--- src/rtl/traffic_light_monitor.sv ---
`default_nettype none
// ============================================================================
// traffic_light_monitor : decodes lamp + 7-seg lines into phases, times each
// phase, counts G->Y->R->G cycles and flags lamp/display/sequence/length errors.
// Revision : 1.0
// ============================================================================
module traffic_light_monitor #(
    parameter int G_MIN = 6,
    parameter int Y_LEN = 2,
    parameter int R_MIN = 9
) (
    input  logic       ck,
    input  logic       rs,
    input  logic       x,
    input  logic       d,
    input  logic       v,
    input  logic [7:0] hex,
    output logic [1:0] phase,
    output logic       held,
    output logic [7:0] phase_len,
    output logic       len_valid,
    output logic       err,
    output logic [2:0] err_code,
    output logic [7:0] err_cnt,
    output logic [7:0] cycle_cnt
);

    localparam logic [7:0] c_hex_green  = 8'hF8;
    localparam logic [7:0] c_hex_yellow = 8'hA8;
    localparam logic [7:0] c_hex_red    = 8'h90;
    localparam logic [7:0] c_hex_blank  = 8'hFF;
    localparam logic [7:0] c_g_min      = 8'(G_MIN);
    localparam logic [7:0] c_y_len      = 8'(Y_LEN);
    localparam logic [7:0] c_r_min      = 8'(R_MIN);

    typedef enum logic [2:0] {
        S_IDLE   = 3'd0,
        S_GREEN  = 3'd1,
        S_YELLOW = 3'd2,
        S_RED    = 3'd3,
        S_HOLD   = 3'd4
    } state_t;

    // RED and HOLD share one phase code so RED<->HOLD never closes the phase
    function automatic logic [1:0] phase_of(input state_t s);
        case (s)
            S_GREEN:        phase_of = 2'd1;
            S_YELLOW:       phase_of = 2'd2;
            S_RED, S_HOLD:  phase_of = 2'd3;
            default:        phase_of = 2'd0;
        endcase
    endfunction

    state_t     state_q, state_d, lamp_state;
    logic [7:0] run_q, run_d;
    logic       unq_q, unq_d;
    logic       hold_seen_q, hold_seen_d;
    logic       from_y_q, from_y_d;
    logic [7:0] phase_len_q, phase_len_d;
    logic       len_valid_q, len_valid_d;
    logic       err_q, err_d;
    logic [2:0] err_code_q, err_code_d;
    logic [7:0] err_cnt_q, err_cnt_d;
    logic [7:0] cycle_cnt_q, cycle_cnt_d;

    logic [1:0] lamp_cnt;
    logic       lamp_ok;
    logic       hex_bad;
    logic       cur_red;
    logic       new_red;
    logic       phase_chg;
    logic       trans_ok;
    logic [7:1] err_vec;

    always_comb begin
        lamp_cnt   = {1'b0, x} + {1'b0, d} + {1'b0, v};
        lamp_ok    = (lamp_cnt == 2'd1);
        lamp_state = S_IDLE;
        if (lamp_ok) begin
            if (x)
                lamp_state = S_GREEN;
            else if (v)
                lamp_state = S_YELLOW;
            else if (hex == c_hex_blank)
                lamp_state = S_HOLD;
            else
                lamp_state = S_RED;
        end

        case (lamp_state)
            S_GREEN:  hex_bad = (hex != c_hex_green);
            S_YELLOW: hex_bad = (hex != c_hex_yellow);
            S_RED:    hex_bad = (hex != c_hex_red);
            default:  hex_bad = 1'b0;
        endcase

        cur_red   = (state_q == S_RED) || (state_q == S_HOLD);
        new_red   = (lamp_state == S_RED) || (lamp_state == S_HOLD);
        phase_chg = (state_q != S_IDLE) && (phase_of(state_q) != phase_of(lamp_state));
        trans_ok  = ((state_q == S_GREEN) && (lamp_state == S_YELLOW))
                 || ((state_q == S_YELLOW) && new_red)
                 || (cur_red && (lamp_state == S_GREEN))
                 || ((state_q == S_GREEN) && (lamp_state == S_HOLD));

        err_vec    = '0;
        err_vec[1] = (lamp_cnt > 2'd1);
        err_vec[2] = (lamp_cnt == 2'd0);
        err_vec[3] = hex_bad;
        err_vec[4] = lamp_ok && phase_chg && !trans_ok;
        // Phases entered straight from IDLE are not length-checked on close
        if (phase_chg && !unq_q) begin
            err_vec[5] = (state_q == S_YELLOW) && (run_q != c_y_len);
            err_vec[6] = (state_q == S_GREEN) && (run_q < c_g_min);
            err_vec[7] = cur_red && !hold_seen_q && (run_q < c_r_min);
        end

        err_d      = |err_vec;
        err_code_d = err_code_q;
        if (err_vec[1])
            err_code_d = 3'd1;
        else if (err_vec[2])
            err_code_d = 3'd2;
        else if (err_vec[3])
            err_code_d = 3'd3;
        else if (err_vec[4])
            err_code_d = 3'd4;
        else if (err_vec[5])
            err_code_d = 3'd5;
        else if (err_vec[6])
            err_code_d = 3'd6;
        else if (err_vec[7])
            err_code_d = 3'd7;

        err_cnt_d = err_cnt_q;
        if (err_d && (err_cnt_q != 8'hFF))
            err_cnt_d = err_cnt_q + 8'd1;

        len_valid_d = phase_chg;
        phase_len_d = phase_chg ? run_q : phase_len_q;

        cycle_cnt_d = cycle_cnt_q;
        if (cur_red && (lamp_state == S_GREEN) && from_y_q)
            cycle_cnt_d = cycle_cnt_q + 8'd1;

        state_d     = lamp_state;
        run_d       = run_q;
        unq_d       = unq_q;
        hold_seen_d = hold_seen_q;
        from_y_d    = from_y_q;
        if (!lamp_ok) begin
            run_d       = 8'd0;
            unq_d       = 1'b0;
            hold_seen_d = 1'b0;
            from_y_d    = 1'b0;
        end else if ((state_q == S_IDLE) || phase_chg) begin
            run_d       = 8'd1;
            unq_d       = (state_q == S_IDLE);
            hold_seen_d = (lamp_state == S_HOLD);
            from_y_d    = (state_q == S_YELLOW) && new_red;
        end else begin
            run_d       = (run_q == 8'hFF) ? run_q : run_q + 8'd1;
            hold_seen_d = hold_seen_q || (lamp_state == S_HOLD);
        end
    end

    always_ff @(posedge ck) begin
        if (!rs) begin
            state_q     <= S_IDLE;
            run_q       <= 8'd0;
            unq_q       <= 1'b0;
            hold_seen_q <= 1'b0;
            from_y_q    <= 1'b0;
            phase_len_q <= 8'd0;
            len_valid_q <= 1'b0;
            err_q       <= 1'b0;
            err_code_q  <= 3'd0;
            err_cnt_q   <= 8'd0;
            cycle_cnt_q <= 8'd0;
        end else begin
            state_q     <= state_d;
            run_q       <= run_d;
            unq_q       <= unq_d;
            hold_seen_q <= hold_seen_d;
            from_y_q    <= from_y_d;
            phase_len_q <= phase_len_d;
            len_valid_q <= len_valid_d;
            err_q       <= err_d;
            err_code_q  <= err_code_d;
            err_cnt_q   <= err_cnt_d;
            cycle_cnt_q <= cycle_cnt_d;
        end
    end

    assign phase     = phase_of(state_q);
    assign held      = (state_q == S_HOLD);
    assign phase_len = phase_len_q;
    assign len_valid = len_valid_q;
    assign err       = err_q;
    assign err_code  = err_code_q;
    assign err_cnt   = err_cnt_q;
    assign cycle_cnt = cycle_cnt_q;

endmodule
`default_nettype wire
--- config.mk ---
export PLATFORM = sky130hd
export DESIGN_NAME = traffic_light_monitor
export DESIGN_NICKNAME = d
export VERILOG_FILES = /design/src/rtl/traffic_light_monitor.sv
export SDC_FILE = /design/constraint.sdc
export NUM_CORES = 1
export LEC_CHECK = 0
export BUFFER_PORTS_ARGS = -buffer_cell sky130_fd_sc_hd__buf_2
export CAP_MARGIN = 10
export CORE_ASPECT_RATIO = 1.1
export CORE_UTILIZATION = 49
export CTS_BUF_LIST = sky130_fd_sc_hd__clkbuf_4 sky130_fd_sc_hd__clkbuf_8
export DETAILED_ROUTE_END_ITERATION = 8
export PLACE_DENSITY = 0.72
export SLEW_MARGIN = 20
export SYNTH_ARGS = -nofsm -noshare
export SYNTH_HDL_FRONTEND = slang
export SYNTH_SLANG_ARGS = --single-unit
export TNS_END_PERCENT = 1
--- constraint.sdc ---
create_clock -name ck -period 2.7 [get_ports ck]
set_input_delay 0 -clock ck [delete_from_list [all_inputs] [get_ports ck]]
set_output_delay 0 -clock ck [all_outputs]
set_load 0.02 [all_outputs]
==> implementation parameters <==
Parameter                              Value

Pwr
  Maximum VDD drop ... 426 uV
  Total power of the final layout ... 1.33 mW
  Power per standard cell area ... 485 mW/mm^2
  Static Leak ... 1.20 nW

Hold path
  Destination of the worst hold path ... state_q[1]$_SDFF_PN0_
  Hold Startpoint ... v
  Cell depth of the worst min-delay path ... 3
  Tightest Hold Check Type ... in -> reg

Synth
  Register bit count reported by yosys ... 43
  Post-Synthesis Cell Area ... 0.00233 mm^2
  Multiplexer share of the synthesized area ... 0.0692
  Share of the synthesized area in the top cell type ... 0.369
  Synth warnings ... 0
  Yosys cell types ... 54
  Leading cell types by total area after synthesis ... sky130_fd_sc_hd__dfxtp_1 37%, sky130_fd_sc_hd__mux2i_1 6.4%, sky130_fd_sc_hd__nor2_1 6.4%
  Combinational family with the most area after synthesis ... simple AND/OR/NAND/NOR gates
  Syn Nets ... 298
  Post-Synth Adder-Cell Area ... 0.0354
  XOR/XNOR Fraction of Synth Area ... 0.0338
  Mean post-synth cell area ... 8.36 um^2
  Synth Flop Type ... sky130_fd_sc_hd__dfxtp_1
  Sequential cell area fraction in the yosys report ... 0.369
  Share of flip-flops with an asynchronous set or reset after synthesis ... 0
  Number of enable flip-flop cells after synthesis ... 0
  Synthesized netlist cell count ... 279
  Synthesized-area fraction occupied by ao, oa, aoi and oai cells ... 0.136
  Simple-gate portion of the synthesized area ... 0.309
  Cell accounting for the most synthesized area ... sky130_fd_sc_hd__dfxtp_1

CTS
  # clock sinks ... 43
  CTS Hold Buffers Added ... 0
  Clock tree from TritonCTS ... built
  H-tree depth reported by CTS ... 2
  Skew-Pair Late Insertion Delay ... 300 ps
  CTS buffer count ... 5
  Worst-path clk slew ... 90 ps
  Post-CTS setup buffer count ... 0
  Maximum root-to-sink buffer count ... 2
  Post-CTS Resized ... 0
  Buffer type at the clock tree root ... sky130_fd_sc_hd__clkbuf_8

Worst setup path
  FF-to-FF Start ... run_q[7]$_SDFFE_PP0P_
  Type of the setup path with the least slack ... reg -> reg
  Endpoint of the most critical register-to-register path ... err_cnt[6]$_SDFFE_PN0P_
  Family with the most delay on the worst path ... simple AND/OR/NAND/NOR gates
  Setup slack on the worst flop-to-flop path ... 290 ps
  Startpoint types ... flop
  Peak per-stage delay on the critical path ... 580 ps
  Worst-case reg-to-reg path depth ... 8
  Highest fanout seen on the critical path ... 12
  Cell-by-cell trace of the critical path ... or4_4, nor4b_2, a311o_2, a21oi_2, nor4_4, buf_4, nor2_1, o221a_1
  Setup crit end kind ... flop
  CP Data Arrival Time ... 2610 ps
  Worst path slowest cell ... sky130_fd_sc_hd__or4_4
  Sum of buffers and inverters on the critical path ... 1
  Required time at the worst-slack endpoint ... 2900 ps

Timing
  # setup viols final ... 0
  Hold Vio Cnt, Final ... 0
  Achievable frequency ... 416 MHz
  Slew margin rel. ... 0.572
  Pin slew with the least headroom to its limit ... 642 ps
  Accumulated negative setup slack ... 0 ps
  RSZ-0062 raised after global routing ... no
  Final Critical Period ... 2410 ps
  Final period util ... 0.891
  Max Clock Skew ... 10.1 ps
  Number of pins with negative max-slew slack in the final report ... 0

Floorplanning
  Die Span X ... 67.8 um
  Number of top-level pins ... 45
  Die boundary height ... 74.4 um
  Count of standard-cell rows ... 25
  Initial Utilization ... 0.525
  Core area ... 0.00444 mm^2
  Die area ... 0.00504 mm^2

Global route
  Remaining global-route overflow ... 0
  Global Route Usage Sum ... 0.216
  Global-route wire length before repair ... 8110 um
  Antenna violations before repair ... 0
  Maximum number of pins on one net before global-route repair ... 21
  Via count of the first global-routing pass ... 1881

Finish
  Fraction of layout cells with a size suffix above 1 ... 0.226
  Synthesis-to-finish area growth ... 17.5%
  Commonest non-fill, non-tap cells in the layout ... 44 x sky130_fd_sc_hd__buf_2, 43 x sky130_fd_sc_hd__dfxtp_1, 40 x sky130_fd_sc_hd__nor2_1
  Post-route design area ... 0.00274 mm^2
  Filler cells ... 423
  Final Net Count ... 345
  Combined area of the multi-input logic cells ... 0.00136 mm^2
  Diodes inserted ... 0
  Final design utilization ... 0.617
  Sequential cell area ... 861 um^2
  Leading cell type in the layout, fill and taps excluded ... sky130_fd_sc_hd__buf_2

Drt
  DRC violations left ... 0
  Detailed-routing iteration count for the pre-antenna-repair pass ... 4
  Number of antenna-violating nets in the routed design ... 0
  Via-to-Cell Ratio ... 5.63
  First DRT Iteration DRCs ... 99
  Total via count after detailed routing ... 2144
  Detailed Route WL ... 5060 um
  DR WL/cell ... 13.3 um

Placement
  Count of buffers from port buffering ... 44
  Instance area at placement ... 0.00263 mm^2
  HPWL reported at the end of detailed placement ... 3650 um
  Placer's final routability congestion estimate ... 0.897

Job
  Max-cap violations ... 0

Outcome
  Run status ... completed
==> sequential cells by signal, summed over array words and instances, names as in the netlist <==
register / count
err: 1
err_cnt: 8
len_valid: 1
hold_seen_q: 1
err_code: 3
cycle_cnt: 8
from_y_q: 1
phase_len: 8
state_q: 3
unq_q: 1
run_q: 8
==> cell type report <==
| cell class | instances | area share |
|---|---|---|
| multi-input combinational | 210 | 0.496 |
| clock buffer | 5 | 0.0251 |
| timing repair buffer | 54 | 0.108 |
| inverter | 12 | 0.0164 |
| clock inverter | 3 | 0.0160 |
| tap | 54 | 0.0246 |
| sequential | 43 | 0.314 |
==> worst reg2reg max path, cell delays in order, from the launching register on <==
cell                      delay (ps)
sky130_fd_sc_hd__dfxtp_1         370
sky130_fd_sc_hd__or4_4           580
sky130_fd_sc_hd__nor4b_2         330
sky130_fd_sc_hd__a311o_2         200
sky130_fd_sc_hd__a21oi_2          80
sky130_fd_sc_hd__nor4_4          250
sky130_fd_sc_hd__buf_4           210
sky130_fd_sc_hd__nor2_1           70
sky130_fd_sc_hd__o221a_1         230
==> worst max-delay path by stage <==
stage	startpoint	end	slack, ps	cells past startpoint
after floorplan	x	err_cnt[7]$_SDFFE_PN0P_	230	11
after global placement	v	err_cnt[6]$_SDFFE_PN0P_	240	11
after detailed placement	x	err_cnt[5]$_SDFFE_PN0P_	190	11
after CTS	run_q[7]$_SDFFE_PP0P_	err_cnt[6]$_SDFFE_PN0P_	280	8
after global routing	run_q[7]$_SDFFE_PP0P_	err_cnt[5]$_SDFFE_PN0P_	130	8
final	run_q[7]$_SDFFE_PP0P_	err_cnt[6]$_SDFFE_PN0P_	290	8
==> metrics by stage <==
stage,setup slack (ps),hold slack [ps],instances
3_5_place_dp,187,366,373
4_1_cts,282,33.9,381
5_1_grt,131,58.3,381
2_1_floorplan,225,269,279
3_3_place_gp,240,367,373
6_report,295,49.0,381
==> cell families (layout without fill, tap and decap cells) <==
kind of cell,Yosys count,after routing
fa+ha+maj,6,6
flops,43,43
mux,16,16
buf+inv,26,74
xor+xnor,9,9
simple gates,132,132
compound gates,47,47
==> report_power, final <==
| group | switching [mW] | leakage [nW] | internal [mW] | total, mW |
|---|---|---|---|---|
| clock network | 0.233 | 0.0581 | 0.276 | 0.509 |
| logic | 0.0998 | 0.793 | 0.0652 | 0.165 |
| registers | 0.0116 | 0.348 | 0.646 | 0.657 |
| total | 0.344 | 1.20 | 0.986 | 1.33 |
==> per-layer routing <==
metal  GRT usage  part of all wire  vias up
li1            -                 -     1090
met1       0.244              0.45      979
met2       0.365              0.47       68
met3      0.0629             0.063        7
met4       0.113             0.019        0
met5           0                 0        -
==> cells in the mapped netlist, types with 4 or more instances <==
| library cell | number |
|---|---|
| sky130_fd_sc_hd__nor2_1 | 40 |
| sky130_fd_sc_hd__a21oi_1 | 9 |
| sky130_fd_sc_hd__buf_2 | 5 |
| sky130_fd_sc_hd__inv_1 | 11 |
| sky130_fd_sc_hd__clkbuf_1 | 8 |
| sky130_fd_sc_hd__mux2i_1 | 15 |
| sky130_fd_sc_hd__nand3_1 | 13 |
| sky130_fd_sc_hd__xor2_1 | 7 |
| sky130_fd_sc_hd__ha_1 | 5 |
| sky130_fd_sc_hd__a31oi_1 | 4 |
| sky130_fd_sc_hd__nand2_1 | 22 |
| sky130_fd_sc_hd__nor2b_1 | 4 |
| sky130_fd_sc_hd__nand4_1 | 8 |
| sky130_fd_sc_hd__nand2b_1 | 6 |
| sky130_fd_sc_hd__o21ai_0 | 9 |
| sky130_fd_sc_hd__dfxtp_1 | 43 |
| sky130_fd_sc_hd__a211oi_1 | 4 |
| sky130_fd_sc_hd__nor3_1 | 11 |
| sky130_fd_sc_hd__nor4b_2 | 4 |
| sky130_fd_sc_hd__nor3b_1 | 4 |
No activity file was read; power rests on OpenSTA's default activity.
